### config.mk
export PLATFORM = sky130hd
export DESIGN_NAME = log_mult_accum_flat
export DESIGN_NICKNAME = d
export VERILOG_FILES = /design/src/rtl/log_mult_accum_if.sv /design/src/rtl/log_mult_accum.sv /design/src/flat_wrapper.sv
export SDC_FILE = /design/constraint.sdc
export NUM_CORES = 1
export LEC_CHECK = 0
export ABC_AREA = 1
export BUFFER_PORTS_ARGS = -buffer_cell sky130_fd_sc_hd__buf_4
export CORE_MARGIN = 2
export CORE_UTILIZATION = 57
export DETAILED_ROUTE_END_ITERATION = 16
export GPL_TIMING_DRIVEN = 0
export PLACE_DENSITY = 0.89
export SLEW_MARGIN = 0
export SYNTH_ARGS = -nofsm -noshare
export SYNTH_HDL_FRONTEND = slang
export SYNTH_SLANG_ARGS = --single-unit
### constraint.sdc
create_clock -name i_clk -period 7.45 [get_ports i_clk]
set_clock_uncertainty 0.2 [all_clocks]
set_input_delay 0.745 -clock i_clk [delete_from_list [all_inputs] [get_ports i_clk]]
set_output_delay 0.745 -clock i_clk [all_outputs]
set_load 0.005 [all_outputs]
### src/rtl/log_mult_accum_if.sv
// Stream bundle between the Mitchell multiplier, the log-MAC accumulator
// and its result consumer: product beats in, dot-product results out.
interface log_mult_accum_if #(
    parameter int unsigned IN_W  = 32,
    parameter int unsigned ACC_W = 40
);
    logic              i_clear;
    logic              i_valid;
    logic [IN_W-1:0]   i_prod;
    logic              o_ready;
    logic              o_valid;
    logic [ACC_W-1:0]  o_sum;
    logic              o_sat;
    logic              i_ready;

    // Producer/consumer side driving products and result backpressure
    modport master (
        output i_clear, i_valid, i_prod, i_ready,
        input  o_ready, o_valid, o_sum, o_sat
    );

    // Accumulator side
    modport slave (
        input  i_clear, i_valid, i_prod, i_ready,
        output o_ready, o_valid, o_sum, o_sat
    );
endinterface

### src/rtl/log_mult_accum.sv
// Reduction stage of the log-MAC datapath: sums LEN signed products into a
// dot-product result presented on a valid/ready port with full backpressure.
// Compile-time option LOG_MULT_ACCUM_SAT_EN: when defined every add clamps to
// the signed ACC_W range and the result carries a sticky saturation flag;
// when undefined the sum wraps modulo 2^ACC_W and o_sat stays 0.
module log_mult_accum #(
    parameter int unsigned IN_W  = 32,
    parameter int unsigned ACC_W = 40,
    parameter int unsigned LEN   = 8
) (
    input  logic            i_clk,
    input  logic            i_rst_n,
    log_mult_accum_if.slave bus
);
    localparam int unsigned      CNT_W    = (LEN > 1) ? $clog2(LEN) : 1;
    localparam logic [CNT_W-1:0] CNT_LAST = CNT_W'(LEN - 1);
`ifdef LOG_MULT_ACCUM_SAT_EN
    localparam logic [ACC_W-1:0] ACC_MAX  = {1'b0, {(ACC_W-1){1'b1}}};
    localparam logic [ACC_W-1:0] ACC_MIN  = {1'b1, {(ACC_W-1){1'b0}}};
`endif

    typedef enum logic [1:0] {
        S_IDLE,
        S_ACC,
        S_DONE
    } state_t;

    state_t            state_q, state_d;
    logic [CNT_W-1:0]  cnt_q, cnt_d;
    logic [ACC_W-1:0]  acc_q, acc_d;
    logic              sat_q, sat_d;
    logic              o_valid_q, o_valid_d;
    logic [ACC_W-1:0]  o_sum_q, o_sum_d;
    logic              o_sat_q, o_sat_d;

    logic              ready_c;
    logic              accept_c;
    logic              handoff_c;
    logic              first_c;
    logic              last_c;
    logic              ovf_c;
    logic              sat_next_c;
    logic [IN_W-1:0]   prod_c;
    logic [ACC_W-1:0]  prod_ext_c;
    logic [ACC_W-1:0]  base_c;
    logic [ACC_W:0]    sum_wide_c;
    logic [ACC_W-1:0]  add_res_c;

    assign prod_c = bus.i_prod;

    // Handshake decode and the signed add with overflow detect
    always_comb begin
        ready_c    = (state_q == S_DONE) ? bus.i_ready : 1'b1;
        accept_c   = bus.i_valid & ready_c;
        handoff_c  = (state_q == S_DONE) & bus.i_ready;
        first_c    = (cnt_q == '0);
        last_c     = (cnt_q == CNT_LAST);
        prod_ext_c = ACC_W'($signed(prod_c));
        // Element 0 of a vector loads instead of adding to the stale sum
        base_c     = first_c ? '0 : acc_q;
        sum_wide_c = {base_c[ACC_W-1], base_c} + {prod_ext_c[ACC_W-1], prod_ext_c};
        ovf_c      = sum_wide_c[ACC_W] ^ sum_wide_c[ACC_W-1];
`ifdef LOG_MULT_ACCUM_SAT_EN
        if (ovf_c) begin
            add_res_c = sum_wide_c[ACC_W] ? ACC_MIN : ACC_MAX;
        end else begin
            add_res_c = sum_wide_c[ACC_W-1:0];
        end
`else
        add_res_c  = sum_wide_c[ACC_W-1:0];
`endif
        sat_next_c = ovf_c | (~first_c & sat_q);
    end

    // Next-state, beat counter, accumulator and result registers
    always_comb begin
        state_d   = state_q;
        cnt_d     = cnt_q;
        acc_d     = acc_q;
        sat_d     = sat_q;
        o_valid_d = o_valid_q;
        o_sum_d   = o_sum_q;
        o_sat_d   = o_sat_q;
        if (bus.i_clear) begin
            // Abort wins over handoff and accept; o_sum keeps its last value
            state_d   = S_IDLE;
            cnt_d     = '0;
            acc_d     = '0;
            sat_d     = 1'b0;
            o_valid_d = 1'b0;
        end else begin
            if (handoff_c) begin
                state_d   = S_IDLE;
                o_valid_d = 1'b0;
            end
            if (accept_c) begin
                acc_d = add_res_c;
                sat_d = sat_next_c;
                if (last_c) begin
                    state_d   = S_DONE;
                    cnt_d     = '0;
                    o_valid_d = 1'b1;
                    o_sum_d   = add_res_c;
`ifdef LOG_MULT_ACCUM_SAT_EN
                    o_sat_d   = sat_next_c;
`else
                    o_sat_d   = 1'b0;
`endif
                end else begin
                    state_d = S_ACC;
                    cnt_d   = cnt_q + CNT_W'(1);
                end
            end
        end
    end

    // State and datapath registers with asynchronous reset
    always_ff @(posedge i_clk or negedge i_rst_n) begin
        if (!i_rst_n) begin
            state_q   <= S_IDLE;
            cnt_q     <= '0;
            acc_q     <= '0;
            sat_q     <= 1'b0;
            o_valid_q <= 1'b0;
            o_sum_q   <= '0;
            o_sat_q   <= 1'b0;
        end else begin
            state_q   <= state_d;
            cnt_q     <= cnt_d;
            acc_q     <= acc_d;
            sat_q     <= sat_d;
            o_valid_q <= o_valid_d;
            o_sum_q   <= o_sum_d;
            o_sat_q   <= o_sat_d;
        end
    end

    assign bus.o_ready = ready_c;
    assign bus.o_valid = o_valid_q;
    assign bus.o_sum   = o_sum_q;
    assign bus.o_sat   = o_sat_q;

endmodule

### src/flat_wrapper.sv
// flat-port wrapper written by rule: the top's interface ports become plain ports
module log_mult_accum_flat 
#(
    parameter int unsigned IN_W  = 32,
    parameter int unsigned ACC_W = 40,
    parameter int unsigned LEN   = 8
)
  (i_clk, i_rst_n, bus_i_clear, bus_i_valid, bus_i_prod, bus_i_ready, bus_o_ready, bus_o_valid, bus_o_sum, bus_o_sat);
  log_mult_accum_if #(.IN_W(IN_W), .ACC_W(ACC_W)) bus_i ();
  input  logic i_clk;
  input  logic i_rst_n;
  input wire logic [$bits(bus_i.i_clear)-1:0] bus_i_clear;
  input wire logic [$bits(bus_i.i_valid)-1:0] bus_i_valid;
  input wire logic [$bits(bus_i.i_prod)-1:0] bus_i_prod;
  input wire logic [$bits(bus_i.i_ready)-1:0] bus_i_ready;
  output wire logic [$bits(bus_i.o_ready)-1:0] bus_o_ready;
  output wire logic [$bits(bus_i.o_valid)-1:0] bus_o_valid;
  output wire logic [$bits(bus_i.o_sum)-1:0] bus_o_sum;
  output wire logic [$bits(bus_i.o_sat)-1:0] bus_o_sat;
  assign bus_i.i_clear = bus_i_clear;
  assign bus_i.i_valid = bus_i_valid;
  assign bus_i.i_prod = bus_i_prod;
  assign bus_i.i_ready = bus_i_ready;
  assign bus_o_ready = bus_i.o_ready;
  assign bus_o_valid = bus_i.o_valid;
  assign bus_o_sum = bus_i.o_sum;
  assign bus_o_sat = bus_i.o_sat;
  log_mult_accum #(.IN_W(IN_W), .ACC_W(ACC_W), .LEN(LEN)) u_core (.i_clk(i_clk), .i_rst_n(i_rst_n), .bus(bus_i));
endmodule
==> results of run 1 <==
-- worst max-delay path by stage --
stage                    start              endpoint  slack (ns)  cells after the start
2_1_floorplan  u_core.cnt_q[0]      u_core.acc_q[36]        4.63                     16
3_3_place_gp   u_core.cnt_q[0]  u_core.bus.o_sum[33]        4.01                     15
3_5_place_dp   u_core.cnt_q[0]  u_core.bus.o_sum[36]        3.99                     16
4_1_cts        u_core.cnt_q[0]      u_core.acc_q[33]        3.96                     15
5_1_grt        u_core.cnt_q[0]  u_core.bus.o_sum[36]        3.53                     16
6_report       u_core.cnt_q[0]  u_core.bus.o_sum[32]        3.90                     16
-- worst reg2reg max path, stage by stage, from the launching register on --
cell,delay (ns)
dfrtp_1,0.38
inv_1,0.09
ha_1,0.14
nand2_1,0.08
inv_1,0.10
clkbuf_1,0.42
buf_1,0.46
nor2_1,0.08
ha_1,0.38
a21oi_1,0.23
nor2_1,0.08
nor2_1,0.11
nand2_1,0.07
nor2_1,0.26
nand3_1,0.16
nand3_1,0.12
nand2_1,0.06
-- flip-flops by register name, indices dropped and copies added (netlist names) --
signal / flops
u_core.bus.o_valid: 1
u_core.cnt_q: 3
u_core.state_q: 2
u_core.bus.o_sum: 40
u_core.acc_q: 40
-- through the flow --
| step | utilization [%] | worst slack (ns) | area [um^2] |
|---|---|---|---|
| finish | 67.8 | 3.90 | 7670 |
| global route | 67.8 | 3.53 | 7670 |
| CTS | 67.8 | 3.96 | 7670 |
| detailed placement | 64.7 | 3.99 | 7330 |
| global placement | 64.7 | 4.01 | 7330 |
| floorplan | - | 4.63 | 6560 |
-- routing by layer --
metal	routed length (um)	vias to the layer above	global-route usage (%)
li1	-	3389	-
met1	8590	3067	44.9
met2	7660	282	44.7
met3	1560	39	5.14
met4	354	0	8.48
met5	0	-	0
-- cells by family (layout without fill, tap and decap cells) --
kind of cell	count (synthesis)	after routing
AOI/OAI and AO/OA	114	114
xor gates and xnor gates	3	3
adders and majority gates	43	43
buffers and inverters	200	294
DFF	86	86
other	1	1
and+or+nand+nor	590	590
-- layout by cell type (no fill, tap or decap), drive strengths merged, types with 5 or more instances in the layout --
cell,netlist,layout
or2,11,11
clkbuf,6,17
dfrtp,86,86
ha,42,42
nand2,366,366
o21ai,67,67
inv,180,180
nor2,116,116
nand3,88,88
nor3,5,5
buf,14,92
a21oi,39,39
-- where the power goes --
| group | internal (mW) | leakage, nW | switching (mW) |
|---|---|---|---|
| Clock | 0.338 | 0.166 | 0.192 |
| Sequential | 0.492 | 1.16 | 0.0113 |
| Combinational | 0.0962 | 3.14 | 0.190 |
| Total | 0.926 | 4.46 | 0.393 |
-- area by class of cell --
| class | instances | area share [%] |
|---|---|---|
| sequential | 86 | 28.0 |
| multi-input combinational | 751 | 47.4 |
| clock buffer | 11 | 3.16 |
| inverter | 180 | 8.80 |
| buffer | 20 | 1.26 |
| timing repair buffer | 78 | 7.63 |
| clock inverter | 5 | 1.39 |
| tap | 143 | 2.33 |
==> out/qor.yml, run 1 <==
cts:
  cts_sinks: 86
  clk_latency_ns: 0.34
  clockRootBuffer: "clkbuf_16"
  post_cts_buffers: 0
  cts_resized: 0
  hold_buffers: 0
  cts_max_path_buffers: 2
  cts_tree: "yes"
  numCtsBuffers: 9
  htree_levels: 3
  clkTransAtPathRegs_ns: 0.06
die:
  initial_core_util_pct: 58.0
  num_rows: 39
  core_um2: 11300
  io_pins: 80
  fp.dieW_um: 111
  dieArea_um2: 12400
  die_y_um: 111
setup_path:
  cp_top_family: "buffers and inverters"
  r2r_start: "u_core.cnt_q[0]"
  reg2reg_slack_ns: 3.90
  worstPathRequired_ns: 7.48
  crit_type: "reg2reg"
  crit_slowest_cell: "buf_1"
  critPathArrivalTime_ns: 3.59
  start_kind: "flop"
  max_stage_delay_ns: 0.46
  critPathMaxFanout: 10
  crit_path_frequent_cell: "nor2_1"
  end_kind: "flop"
  crit_chain: "inv_1, ha_1, nand2_1, inv_1, clkbuf_1, buf_1, nor2_1, ha_1, a21oi_1, nor2_1, nor2_1, nand2_1, nor2_1, nand3_1, nand3_1, nand2_1"
  ff2ff_path_depth: 16
  r2r_end: "u_core.bus.o_sum[32]"
  worst-path-buf-inv: 4
sta:
  fmax_ghz: 0.281
  worstMarginPinSlew_ns: 1.07
  hold_ws_ns: 0.281
  fin_crit_sh_pct: 47.7
  slew_viol_final: 0
  hold_viol: 0
  slew_headroom_pct: 28.9
  grt_setup_unrepaired: "no"
  final.min_clock_period_ns: 3.55
  setup_viol: 0
  tns_ns: 0
power:
  ir_drop_uv: 106
  power_density_nw_per_um2: 172
  p_leak_nw: 4.46
  power_mw: 1.32
finish:
  syn_to_final_growth_pct: 17.0
  nets: 1206
  multi_input_area_um2: 3640
  seqCellArea_um2: 2150
  drive_gt1_share_pct: 12.6
  diodes: 0
  stdcell_count: 1274
  nFillCells: 1044
synth:
  netlist_instances: 1037
  synth_cell_types: 35
  synth_compound_area_share_pct: 9.06
  synth_commonest_cells: "nand2_1 (350), inv_1 (179), nor2_1 (112)"
  synth_most_common_cell: "nand2_1"
  synth_fa_ha_area_share_pct: 8.31
  synth_ff_type: "dfrtp_1"
  synth-seq-cells: 86
  synth_top_family_by_area: "simple AND/OR/NAND/NOR gates"
  synth_seq_area_share_pct: 32.8
  synth_mux_area_share_pct: 0
  yosys.area.top_type_share_pct: 32.8
  synth-edff-count: 0
  syn-num-nets: 1117
  synth-xor-area-share_pct: 0.400
  syn_area_um2: 6560
  yosysWarnings: 0
  avgSynthCellArea_um2: 6.33
  synth-simple-area-share_pct: 37.6
  synthArstFlopShare_pct: 100
  synth.area.top_cells: "dfrtp_1 (33%), nand2_1 (20%), inv_1 (10%)"
  yosys.area.top_type: "dfrtp_1"
placement:
  io_buffers: 78
  place.gp.congestion: 1.02
  dp_cells: 1258
  dp_hpwl_um: 13900
route:
  wirelength_um: 18200
  drc_errors: 0
  routed_via_density: 5.32
  vias: 6777
  wl_per_cell_um: 14.3
  drt_pass1_iterations: 5
  drt_iter0_drc: 628
  ant_nets: 0
min_path:
  min_from: "u_core.bus.o_sum[18]"
  hp-class: "reg2reg"
  min_path_cells: 2
  min_to: "u_core.bus.o_sum[18]"
global_routing:
  grt_pass1_wl_um: 30100
  grt_use_total_pct: 30.0
  grt_overflow_total: 0
  grt_pass1_vias: 6313
  grt_start_max_net_pins: 87
  antenna_found_initial: 0
flow_run:
  cap_violations: 0
outcome:
  status: "finished, final reports clean"
Note: power is estimated with default switching activity, not from simulation.
==> inputs of run 2 (changes only) <==
- ABC_AREA: 1 -> 0
- CORE_UTILIZATION: 57 -> 53
- PLACE_DENSITY: 0.89 -> 0.88
- clock period: 7.45 -> 3.05 ns (I/O delays scaled with it)
==> run 2 against run 1 <==
Compared with the run above: the flow now finishes with violations (negative hold slack, negative setup slack); power increased by 150%; non-clock buffer count up 83; sequential share of layout area fell by 3.3 points; die area rose by 0.13%; critical path type unchanged; largest cell class unchanged; largest power group is now sequential cells.
==> out/qor.yml, run 2 <==
sta:
  slew_headroom_pct: 25.6
  tns_ns: -28.57
  setup_slack_ns: -0.771
  setup_viol: 61
  worstMarginPinSlew_ns: 1.12
  hold_viol: 35
  final.min_clock_period_ns: 3.82
  hold_ws_ns: -0.0456
  grt_setup_unrepaired: "yes"
  fmax_ghz: 0.262
  fin_crit_sh_pct: 125
  slew_viol_final: 0
global_routing:
  grt_start_max_net_pins: 87
  grt_pass1_vias: 6027
  grt_overflow_total: 0
  grt_pass1_wl_um: 30300
  antenna_found_initial: 0
  grt_use_total_pct: 30.7
synth:
  synth_commonest_cells: "nand2_1 (157), dfrtp_1 (86), a21oi_1 (73)"
  syn-num-nets: 829
  synth_most_common_cell: "nand2_1"
  avgSynthCellArea_um2: 8.16
  synth_seq_area_share_pct: 35.2
  netlist_instances: 749
  yosysWarnings: 0
  synth-edff-count: 0
  syn_area_um2: 6110
  synth.area.top_cells: "dfrtp_1 (35%), nand2_1 (9.6%), ha_1 (8.6%)"
  synthArstFlopShare_pct: 100
  yosys.area.top_type: "dfrtp_1"
  synth_cell_types: 60
  yosys.area.top_type_share_pct: 35.2
  synth-seq-cells: 86
  synth_ff_type: "dfrtp_1"
placement:
  io_buffers: 78
  place.gp.congestion: 0.958
  dp_hpwl_um: 12400
  dp_slack_ns: -0.703
  dp_cells: 970
  placed_cell_area_um2: 7140
route:
  wirelength_um: 21600
  wl_per_cell_um: 20.7
  drc_errors: 0
  routed_via_density: 6.29
  drt_pass1_iterations: 5
  drt_iter0_drc: 663
  ant_nets: 0
  vias: 6564
finish:
  syn_to_final_growth_pct: 42.2
  nets: 977
  layout_commonest_cell: "nand2_1"
  multi_input_area_um2: 4620
  final_util_pct: 76.7
  seqCellArea_um2: 2150
  diodes: 0
  drive_gt1_share_pct: 34.1
  stdcell_count: 1044
  fin_area_um2: 8690
  final_cell_mix: "nand2_1 (151), buf_4 (119), dfrtp_1 (86), a21oi_1 (37), and2_1 (35)"
  nFillCells: 717
die:
  die_y_um: 111
  core_um2: 11300
  initial_core_util_pct: 54.0
  num_rows: 39
  io_pins: 80
  fp.dieW_um: 111
  dieArea_um2: 12400
cts:
  numCtsBuffers: 9
  clkTransAtPathRegs_ns: 0.07
  clk_latency_ns: 0.35
  htree_levels: 3
  clockRootBuffer: "clkbuf_16"
  cts_sinks: 86
  cts_max_path_buffers: 2
  cts_tree: "yes"
setup_path:
  crit_type: "reg2reg"
  crit_path_frequent_cell: "o21ai_4"
  critPathMaxFanout: 7
  start_kind: "flop"
  critPathArrivalTime_ns: 3.90
  crit_chain: "inv_1, ha_2, nand2b_4, buf_8, and2_4, ha_4, inv_2, fa_2, nor2b_4, o21a_1, o21ai_2, buf_4, a221oi_4, o21ai_4, a21oi_4, o21ai_4, or3_1, a31oi_1"
  cp_top_family: "compound AO/OA/AOI/OAI gates"
  worst-path-buf-inv: 4
  crit_slowest_cell: "fa_2"
  max_stage_delay_ns: 0.39
  end_kind: "flop"
  worstPathRequired_ns: 3.12
power:
  power_mw: 3.26
  p_leak_nw: 4.12
  power_density_nw_per_um2: 375
  ir_drop_uv: 260
outcome:
  violations: "negative hold slack, negative setup slack"
  status: "finished with violations"
min_path:
  hp-class: "in2async"
flow_run:
  cap_violations: 0
-- run 2: cell count changes after synthesis, sizes merged, moves of 29 or more --
| cell | delta |
|---|---|
| nand2 | -208 |
| a21oi | +34 |
| nor2 | -93 |
| and2 | +43 |
| inv | -167 |
| clkbuf | +29 |
| nand3 | -62 |
-- run 2: logic make-up after synthesis --
kind of cell,count (synthesis),share of synthesized area [%]
xor+xnor,31,4.44
flops,86,35.2
simple gates,317,25.1
fa+ha+maj,43,8.93
compound gates,212,22.3
mux,2,0.348
other cells,1,0.0614
buf+inv,57,3.65
-- run 2: what timing repair did --
item	CTS	global route
hold buffers	0	0
gates resized for setup	74	107
buffers inserted	29	32
setup endpoints to repair	52	62
cloned	1	0
pin swaps	37	61
-- run 2: worst reg2reg max path, cell delays in order (launching register included) --
cell	delay [ns]
dfrtp_1	0.37
inv_1	0.06
ha_2	0.18
nand2b_4	0.14
buf_8	0.13
and2_4	0.15
ha_4	0.14
inv_2	0.04
fa_2	0.39
nor2b_4	0.13
o21a_1	0.20
o21ai_2	0.09
buf_4	0.14
a221oi_4	0.33
o21ai_4	0.17
a21oi_4	0.25
o21ai_4	0.12
or3_1	0.33
a31oi_1	0.16
-- run 2: area by class of cell --
type                            count  area share [%]
Buffer                             43            3.15
Clock buffer                       12            2.84
Clock inverter                      3           0.519
Inverter                           13           0.562
Multi-Input combinational cell    606            53.2
Sequential cell                    86            24.8
Tap cell                          143            2.06
Timing Repair Buffer              138            12.9
-- run 2: per-layer routing --
metal	vias to the layer above	GRT usage, %	share of wire [%]
met5	-	0	0
met4	0	11.7	5.4
met3	102	5.99	8.8
met2	394	50.4	48
met1	3144	40.4	38
li1	2924	-	-
-- run 2: power by group --
part | switching, mW | leakage, nW | internal [mW]
Combinational | 0.516 | 2.81 | 0.388
Sequential | 0.0275 | 1.17 | 1.19
Clock | 0.488 | 0.135 | 0.655
-- run 2: path summary, 6_finish.rpt --
check	endpoint	slack, ns	start	depth (start not counted)
worst max-delay path	u_core.acc_q[34]	-0.77	u_core.cnt_q[1]	18
worst min-delay path	u_core.bus.o_sum[22]	-0.05	i_rst_n	1
worst max register to register	u_core.acc_q[34]	-0.77	u_core.cnt_q[1]	18
worst min register to register	u_core.bus.o_sum[18]	0.27	u_core.bus.o_sum[18]	2
max in group asynchronous	u_core.bus.o_sum[33]	1.96	i_rst_n	1
min in group i_clk	u_core.state_q[1]	0.06	bus_i_valid	3
